$ cat config.mk
export PLATFORM = sky130hd
export DESIGN_NAME = buzzer_melody_sequencer
export DESIGN_NICKNAME = d
export VERILOG_FILES = /design/src/rtl/notes_pkg.sv /design/src/rtl/tick_prescaler.sv /design/src/rtl/buzzer_melody_sequencer.sv
export SDC_FILE = /design/constraint.sdc
export NUM_CORES = 1
export LEC_CHECK = 0
export BUFFER_PORTS_ARGS = -buffer_cell sky130_fd_sc_hd__buf_2
export CORE_MARGIN = 2
export CORE_UTILIZATION = 40
export CTS_BUF_LIST = sky130_fd_sc_hd__clkbuf_2
export DETAILED_ROUTE_END_ITERATION = 12
export PLACE_DENSITY = 0.54
export SLEW_MARGIN = 0
export SYNTH_ARGS = -nofsm -noshare
export SYNTH_HDL_FRONTEND = slang
export SYNTH_SLANG_ARGS = --single-unit
$ cat constraint.sdc
create_clock -name clk -period 5.1 [get_ports clk]
set_input_delay 0.255 -clock clk [delete_from_list [all_inputs] [get_ports clk]]
set_output_delay 0.255 -clock clk [all_outputs]
set_load 0.01 [all_outputs]
$ cat src/rtl/notes_pkg.sv
// Shared note codes, buzzer bit positions, sequencer state and step record
// for the eight-buzzer melody sequencer.
package notes_pkg;

    localparam logic [3:0] NOTE_REST = 4'd0;
    localparam logic [3:0] NOTE_G6   = 4'd1;
    localparam logic [3:0] NOTE_F6   = 4'd2;
    localparam logic [3:0] NOTE_D6   = 4'd3;
    localparam logic [3:0] NOTE_B7   = 4'd4;
    localparam logic [3:0] NOTE_C6   = 4'd5;
    localparam logic [3:0] NOTE_A7   = 4'd6;
    localparam logic [3:0] NOTE_E6   = 4'd7;
    localparam logic [3:0] NOTE_C7   = 4'd8;

    localparam int BUZZ_G6 = 0;
    localparam int BUZZ_F6 = 1;
    localparam int BUZZ_D6 = 2;
    localparam int BUZZ_B7 = 3;
    localparam int BUZZ_C6 = 4;
    localparam int BUZZ_A7 = 5;
    localparam int BUZZ_E6 = 6;
    localparam int BUZZ_C7 = 7;

    typedef enum logic [1:0] {
        ST_IDLE = 2'd0,
        ST_LOAD = 2'd1,
        ST_NOTE = 2'd2,
        ST_GAP  = 2'd3
    } seq_state_e;

    typedef struct packed {
        logic [3:0] note;
        logic [3:0] dur;
    } step_t;

    // Codes 0 and 9..15 are rests and drive no buzzer.
    function automatic logic [7:0] note_decode(input logic [3:0] code);
        logic [7:0] oh;
        oh = '0;
        case (code)
            NOTE_G6: oh[BUZZ_G6] = 1'b1;
            NOTE_F6: oh[BUZZ_F6] = 1'b1;
            NOTE_D6: oh[BUZZ_D6] = 1'b1;
            NOTE_B7: oh[BUZZ_B7] = 1'b1;
            NOTE_C6: oh[BUZZ_C6] = 1'b1;
            NOTE_A7: oh[BUZZ_A7] = 1'b1;
            NOTE_E6: oh[BUZZ_E6] = 1'b1;
            NOTE_C7: oh[BUZZ_C7] = 1'b1;
            default: oh = '0;
        endcase
        return oh;
    endfunction

endpackage

$ cat src/rtl/tick_prescaler.sv
// Tempo prescaler: pulses tick once every PRESCALE cycles while clear is low.
module tick_prescaler #(
    parameter int PRESCALE = 1000
) (
    input  logic clk,
    input  logic rst_n,
    input  logic clear,
    output logic tick
);
    localparam int CW = (PRESCALE > 1) ? $clog2(PRESCALE) : 1;
    localparam logic [CW-1:0] CNT_LAST = CW'(PRESCALE - 1);

    logic [CW-1:0] cnt_q, cnt_d;

    always_comb begin
        cnt_d = cnt_q + CW'(1);
        if (clear || (cnt_q == CNT_LAST)) begin
            cnt_d = '0;
        end
    end

    assign tick = !clear && (cnt_q == CNT_LAST);

    always_ff @(posedge clk) begin
        if (!rst_n) begin
            cnt_q <= '0;
        end else begin
            cnt_q <= cnt_d;
        end
    end

endmodule

$ cat src/rtl/buzzer_melody_sequencer.sv
// Programmable melody sequencer: plays (note, duration) steps from a small
// memory onto eight one-hot buzzer outputs with a silent gap between notes.
module buzzer_melody_sequencer
    import notes_pkg::*;
#(
    parameter int STEPS    = 16,
    parameter int PRESCALE = 1000,
    parameter int GAP      = 2
) (
    input  logic                     clk,
    input  logic                     rst_n,
    input  logic                     wr_en,
    input  logic [$clog2(STEPS)-1:0] wr_addr,
    input  logic [3:0]               wr_note,
    input  logic [3:0]               wr_dur,
    input  logic [$clog2(STEPS):0]   len,
    input  logic                     start,
    input  logic                     stop,
    input  logic                     loop_en,
    output logic                     busy,
    output logic [$clog2(STEPS)-1:0] step_idx,
    output logic [7:0]               buzzer,
    output logic                     done
);
    localparam int AW       = $clog2(STEPS);
    localparam int LW       = AW + 1;
    localparam int GW       = $clog2(GAP + 2);
    localparam int GAP_LAST = (GAP > 0) ? GAP - 1 : 0;
    localparam logic [LW-1:0] LEN_MAX = LW'(STEPS);

    step_t         mem_q [STEPS];
    seq_state_e    state_q, state_d;
    logic [AW-1:0] step_idx_q, step_idx_d;
    logic [LW-1:0] len_q, len_d, len_eff;
    logic [3:0]    dur_q, dur_d;
    logic [3:0]    dur_cnt_q, dur_cnt_d;
    logic [GW-1:0] gap_cnt_q, gap_cnt_d;
    logic [7:0]    buzzer_q, buzzer_d;
    logic          done_q, done_d;
    logic          pre_clear, tick, step_end, last_step;
    step_t         fetch;

    assign len_eff   = (len > LEN_MAX) ? LEN_MAX : len;
    assign last_step = ({1'b0, step_idx_q} == (len_q - LW'(1)));
    assign fetch     = mem_q[step_idx_q];

    tick_prescaler #(.PRESCALE(PRESCALE)) u_prescaler (
        .clk   (clk),
        .rst_n (rst_n),
        .clear (pre_clear),
        .tick  (tick)
    );

    // A LOAD in the same cycle as a write to that address sees the old entry.
    always_ff @(posedge clk) begin
        if (!rst_n) begin
            for (int i = 0; i < STEPS; i++) begin
                mem_q[i] <= '0;
            end
        end else if (wr_en) begin
            mem_q[wr_addr] <= '{note: wr_note, dur: wr_dur};
        end
    end

    always_comb begin
        state_d    = state_q;
        step_idx_d = step_idx_q;
        len_d      = len_q;
        dur_d      = dur_q;
        dur_cnt_d  = dur_cnt_q;
        gap_cnt_d  = gap_cnt_q;
        buzzer_d   = buzzer_q;
        done_d     = 1'b0;
        pre_clear  = 1'b1;
        step_end   = 1'b0;

        case (state_q)
            ST_IDLE: begin
                if (start && !stop) begin
                    if (len_eff != '0) begin
                        len_d      = len_eff;
                        step_idx_d = '0;
                        state_d    = ST_LOAD;
                    end else begin
                        done_d = 1'b1;
                    end
                end
            end
            ST_LOAD: begin
                dur_d     = fetch.dur;
                buzzer_d  = note_decode(fetch.note);
                dur_cnt_d = '0;
                gap_cnt_d = '0;
                state_d   = ST_NOTE;
            end
            ST_NOTE: begin
                pre_clear = 1'b0;
                if (tick) begin
                    if (dur_cnt_q == dur_q) begin
                        buzzer_d = '0;
                        if (GAP == 0) begin
                            step_end = 1'b1;
                        end else begin
                            state_d = ST_GAP;
                        end
                    end else begin
                        dur_cnt_d = dur_cnt_q + 4'd1;
                    end
                end
            end
            ST_GAP: begin
                gap_cnt_d = gap_cnt_q + GW'(1);
                if (gap_cnt_q == GW'(GAP_LAST)) begin
                    step_end = 1'b1;
                end
            end
            default: state_d = ST_IDLE;
        endcase

        // loop_en is looked at only when the last step finishes.
        if (step_end) begin
            gap_cnt_d = '0;
            if (!last_step) begin
                step_idx_d = step_idx_q + AW'(1);
                state_d    = ST_LOAD;
            end else if (loop_en) begin
                step_idx_d = '0;
                state_d    = ST_LOAD;
            end else begin
                state_d = ST_IDLE;
                done_d  = 1'b1;
            end
        end

        if (stop && (state_q != ST_IDLE)) begin
            state_d  = ST_IDLE;
            buzzer_d = '0;
            done_d   = 1'b0;
        end
    end

    always_ff @(posedge clk) begin
        if (!rst_n) begin
            state_q    <= ST_IDLE;
            step_idx_q <= '0;
            len_q      <= '0;
            dur_q      <= '0;
            dur_cnt_q  <= '0;
            gap_cnt_q  <= '0;
            buzzer_q   <= '0;
            done_q     <= 1'b0;
        end else begin
            state_q    <= state_d;
            step_idx_q <= step_idx_d;
            len_q      <= len_d;
            dur_q      <= dur_d;
            dur_cnt_q  <= dur_cnt_d;
            gap_cnt_q  <= gap_cnt_d;
            buzzer_q   <= buzzer_d;
            done_q     <= done_d;
        end
    end

    assign busy     = (state_q != ST_IDLE);
    assign step_idx = step_idx_q;
    assign buzzer   = buzzer_q;
    assign done     = done_q;

endmodule
==> summary.md <==
| Metric | Value |
|---|---|
| Status | completed |
| H-tree depth | 4 |
| Max Buffers Root-to-Sink | 2 |
| Top routing layer in use | met4 |
| DRT iter0 DRCs | 242 |
| Pwr dens | 296.8 mW/mm² |
| Crit path launch type | flop |
| Mapped Cells | 595 |
| Root buffer cell | clkbuf_2 |
| Routability cong. | 0.7873 |
| Grt total ovfl | 0 |
| Final setup viols | 0 |
| RSZ-0062 raised after global routing | false |
| Count of clock tree sinks | 168 |
| Cts repair resizes | 0 |
| VDD IR max | 0.1472 mV |
| Yosys cell types | 49 |
| Metal3 WL | 640 µm |
| Nets | 690 |
| Top cells by area, synth | edfxtp_1 49%, and2_1 11%, dfxtp_1 10%, mux4_2 8.9%, nor2_1 1.9% |
| Sequential area share after synthesis | 58.94% |
| DR vias/cell | 5.171 |
| GRT Resource Usage Total | 19.10% |
| Post-synth net total | 629 |
| Worst setup EP type | flop |
| Avg WL per Cell | 20.19 µm |
| Area delta synth->final | 11.58% |
| Met2 wire len | 9.264 mm |
| Worst hold path type | input pin to flop |
| Largest net degree at the start of global routing | 38 |
| DIE AREA | 0.02084 mm² |
| Drt first pass iters | 5 |
| Worst-path maximum fanout | 28 |
| Dominant synthesized flop cell | edfxtp_1 |
| Cell taking the most area after synthesis | edfxtp_1 |
| I/O Buffers | 36 |
| Area of the core | 0.01940 mm² |
| Vias in the first global route | 4897 |
| Final Critical Period | 2.912 ns |
| Synth Cell Area | 0.007880 mm² |
| # IOs | 37 |
| Arr. time, crit path | 3.56 ns |
| Most common cell in the netlist | and2_1 |
| Final instance area | 0.008792 mm² |
| Leakage | 3.092 nW |
| Relative slew slack | 22.64% |
| Multi-input gate area | 0.003074 mm² |
| Placed wire-length estimate | 12.81 mm |
| DR vias | 4830 |
| Yosys top cell area share | 48.78% |
| List of most frequent post-synthesis cells | 134 x and2_1, 128 x edfxtp_1, 40 x dfxtp_1, 40 x nor2_1, 31 x mux4_2 |
| CTS tree | done |
| Antenna Nets Post-Route | 0 |
| Synth Register Bits | 168 |
| Layout cells sized above 1 | 17.69% |
| Syn Area/Cell | 13.24 µm² |
| Period Utilization, post-route | 57.09% |
| Wl on met1 | 8.756 mm |
| Worst skew pair latency | 0.71 ns |
| Number of enable flip-flop cells after synthesis | 128 |
| Final WL | 18.86 mm |
| Warnings, synthesis | 0 |
| Pins Over Slew Limit | 0 |
| Setup WS post-layout | 2.188 ns |
| Clk_skew | 0.02910 ns |
| Rows | 51 |
| Worst-Margin Slew | 1.153 ns |
| Achievable frequency | 0.3435 GHz |
| Die height | 144.4 µm |
| Data required, critical path | 5.75 ns |
| Storage cell area | 0.004646 mm² |
| Setup_tns | 0 ns |
| Setup WS pre-CTS | 2.218 ns |
| Asr flop ratio synth | 0% |
| Number of remaining DRC errors | 0 |
| Worst-path clk slew | 0.24 ns |
| Hold Vio Cnt, Final | 0 |
| Hold_buf cts | 13 |
| Initial Util | 40.62% |
| Fillers | 1791 |
| MaxCap Viol Count | 0 |
| Hold_ws | 0.06961 ns |
| Setup repair bufs after CTS | 0 |
| Area after DPL | 0.008374 mm² |
| Worst setup path class | flop to flop |
| Initial antenna violation count | 1 |
| Global-route wire length before repair | 28.83 mm |
| Die outline width | 144.4 µm |
| Cts bufs inserted | 17 |
-- routing by layer --
layer	GRT usage, %	vias up
met1	25.54	2424
li1	-	2291
met4	4.446	0
met5	0	-
met3	3.907	12
met2	32.20	103
-- flip-flops by register name, summed over array words and instances, names as in the netlist --
| register | cells |
|---|---|
| dur_q | 4 |
| gap_cnt_q | 2 |
| dur_cnt_q | 4 |
| u_prescaler.cnt_q | 10 |
| step_idx | 4 |
| mem_q | 128 |
| len_q | 5 |
| done | 1 |
| state_q | 2 |
| buzzer | 8 |
-- worst max-delay path: stages (launching register included) --
cell,delay (ns)
dfxtp_2,1.04
buf_4,0.37
mux4_2,0.55
a22oi_1,0.28
nand2_1,0.18
nor2_1,0.21
nand2_1,0.08
a21oi_1,0.13
-- path summary, 6_finish.rpt --
path                                                 startpoint                         endpoint  slack [ns]  cells past startpoint
worst min register to register  u_prescaler.cnt_q[0]$_SDFF_PP0_  u_prescaler.cnt_q[0]$_SDFF_PP0_        0.46                      1
worst min-delay path                                      rst_n        gap_cnt_q[0]$_SDFFE_PP0P_        0.07                      2
worst max register to register           step_idx[0]$_SDFF_PN0_           buzzer[5]$_SDFFE_PP0P_        2.19                      7
worst max-delay path                     step_idx[0]$_SDFF_PN0_           buzzer[5]$_SDFFE_PP0P_        2.19                      7
-- cells by family after synthesis --
| family | Yosys count | synth area share (%) |
|---|---|---|
| compound gates | 58 | 4.939 |
| flops | 168 | 58.94 |
| xor+xnor | 17 | 1.889 |
| fa+ha+maj | 11 | 1.747 |
| simple gates | 260 | 18.70 |
| buf+inv | 36 | 2.048 |
| mux | 45 | 11.73 |
-- cell type report --
type / count / share of cell area (%)
clock inverter: 13 / 1.793
clock buffer: 17 / 0.9677
tap: 265 / 3.771
inverter: 12 / 0.5123
sequential: 168 / 52.84
antenna: 2 / 0.05692
multi-input combinational: 391 / 34.97
timing repair buffer: 66 / 5.095
-- cells in the final DEF (no fill, tap or decap), drive strengths merged, types with 9 or more instances in the layout --
cell type and n:
nand2b 9, ha 11, dlygate4sd3 17, mux4 36
a21oi 13, nor2 40, nor2b 12, clkbuf 17
inv 12, buf 49, dfxtp 40, edfxtp 128
and2 134, o21ai 17, nor3 9, xor2 13
nand2 28
-- metrics by stage --
| step | cells | utilization [%] | power [W] |
|---|---|---|---|
| 6_report | 934 | 45.32 | 0.002610 |
| 5_1_grt | 934 | 45.32 | 0.002724 |
| 4_1_cts | 928 | 45.09 | 0.002631 |
| 3_5_place_dp | 885 | 43.17 | 0.001903 |
| 3_3_place_gp | 885 | 43.17 | 0.001893 |
| 2_1_floorplan | 595 | - | 0.001788 |
-- where the power goes --
group / switching [W] / leakage [nW] / internal, W / total (W)
sequential: 0.0000368 / 1.54 / 0.00155 / 0.00158
clock: 0.000467 / 0.129 / 0.000263 / 0.000730
combinational: 0.000180 / 1.42 / 0.000116 / 0.000296
total: 0.000684 / 3.09 / 0.00193 / 0.00261
Note: power is estimated with default switching activity, not from simulation.
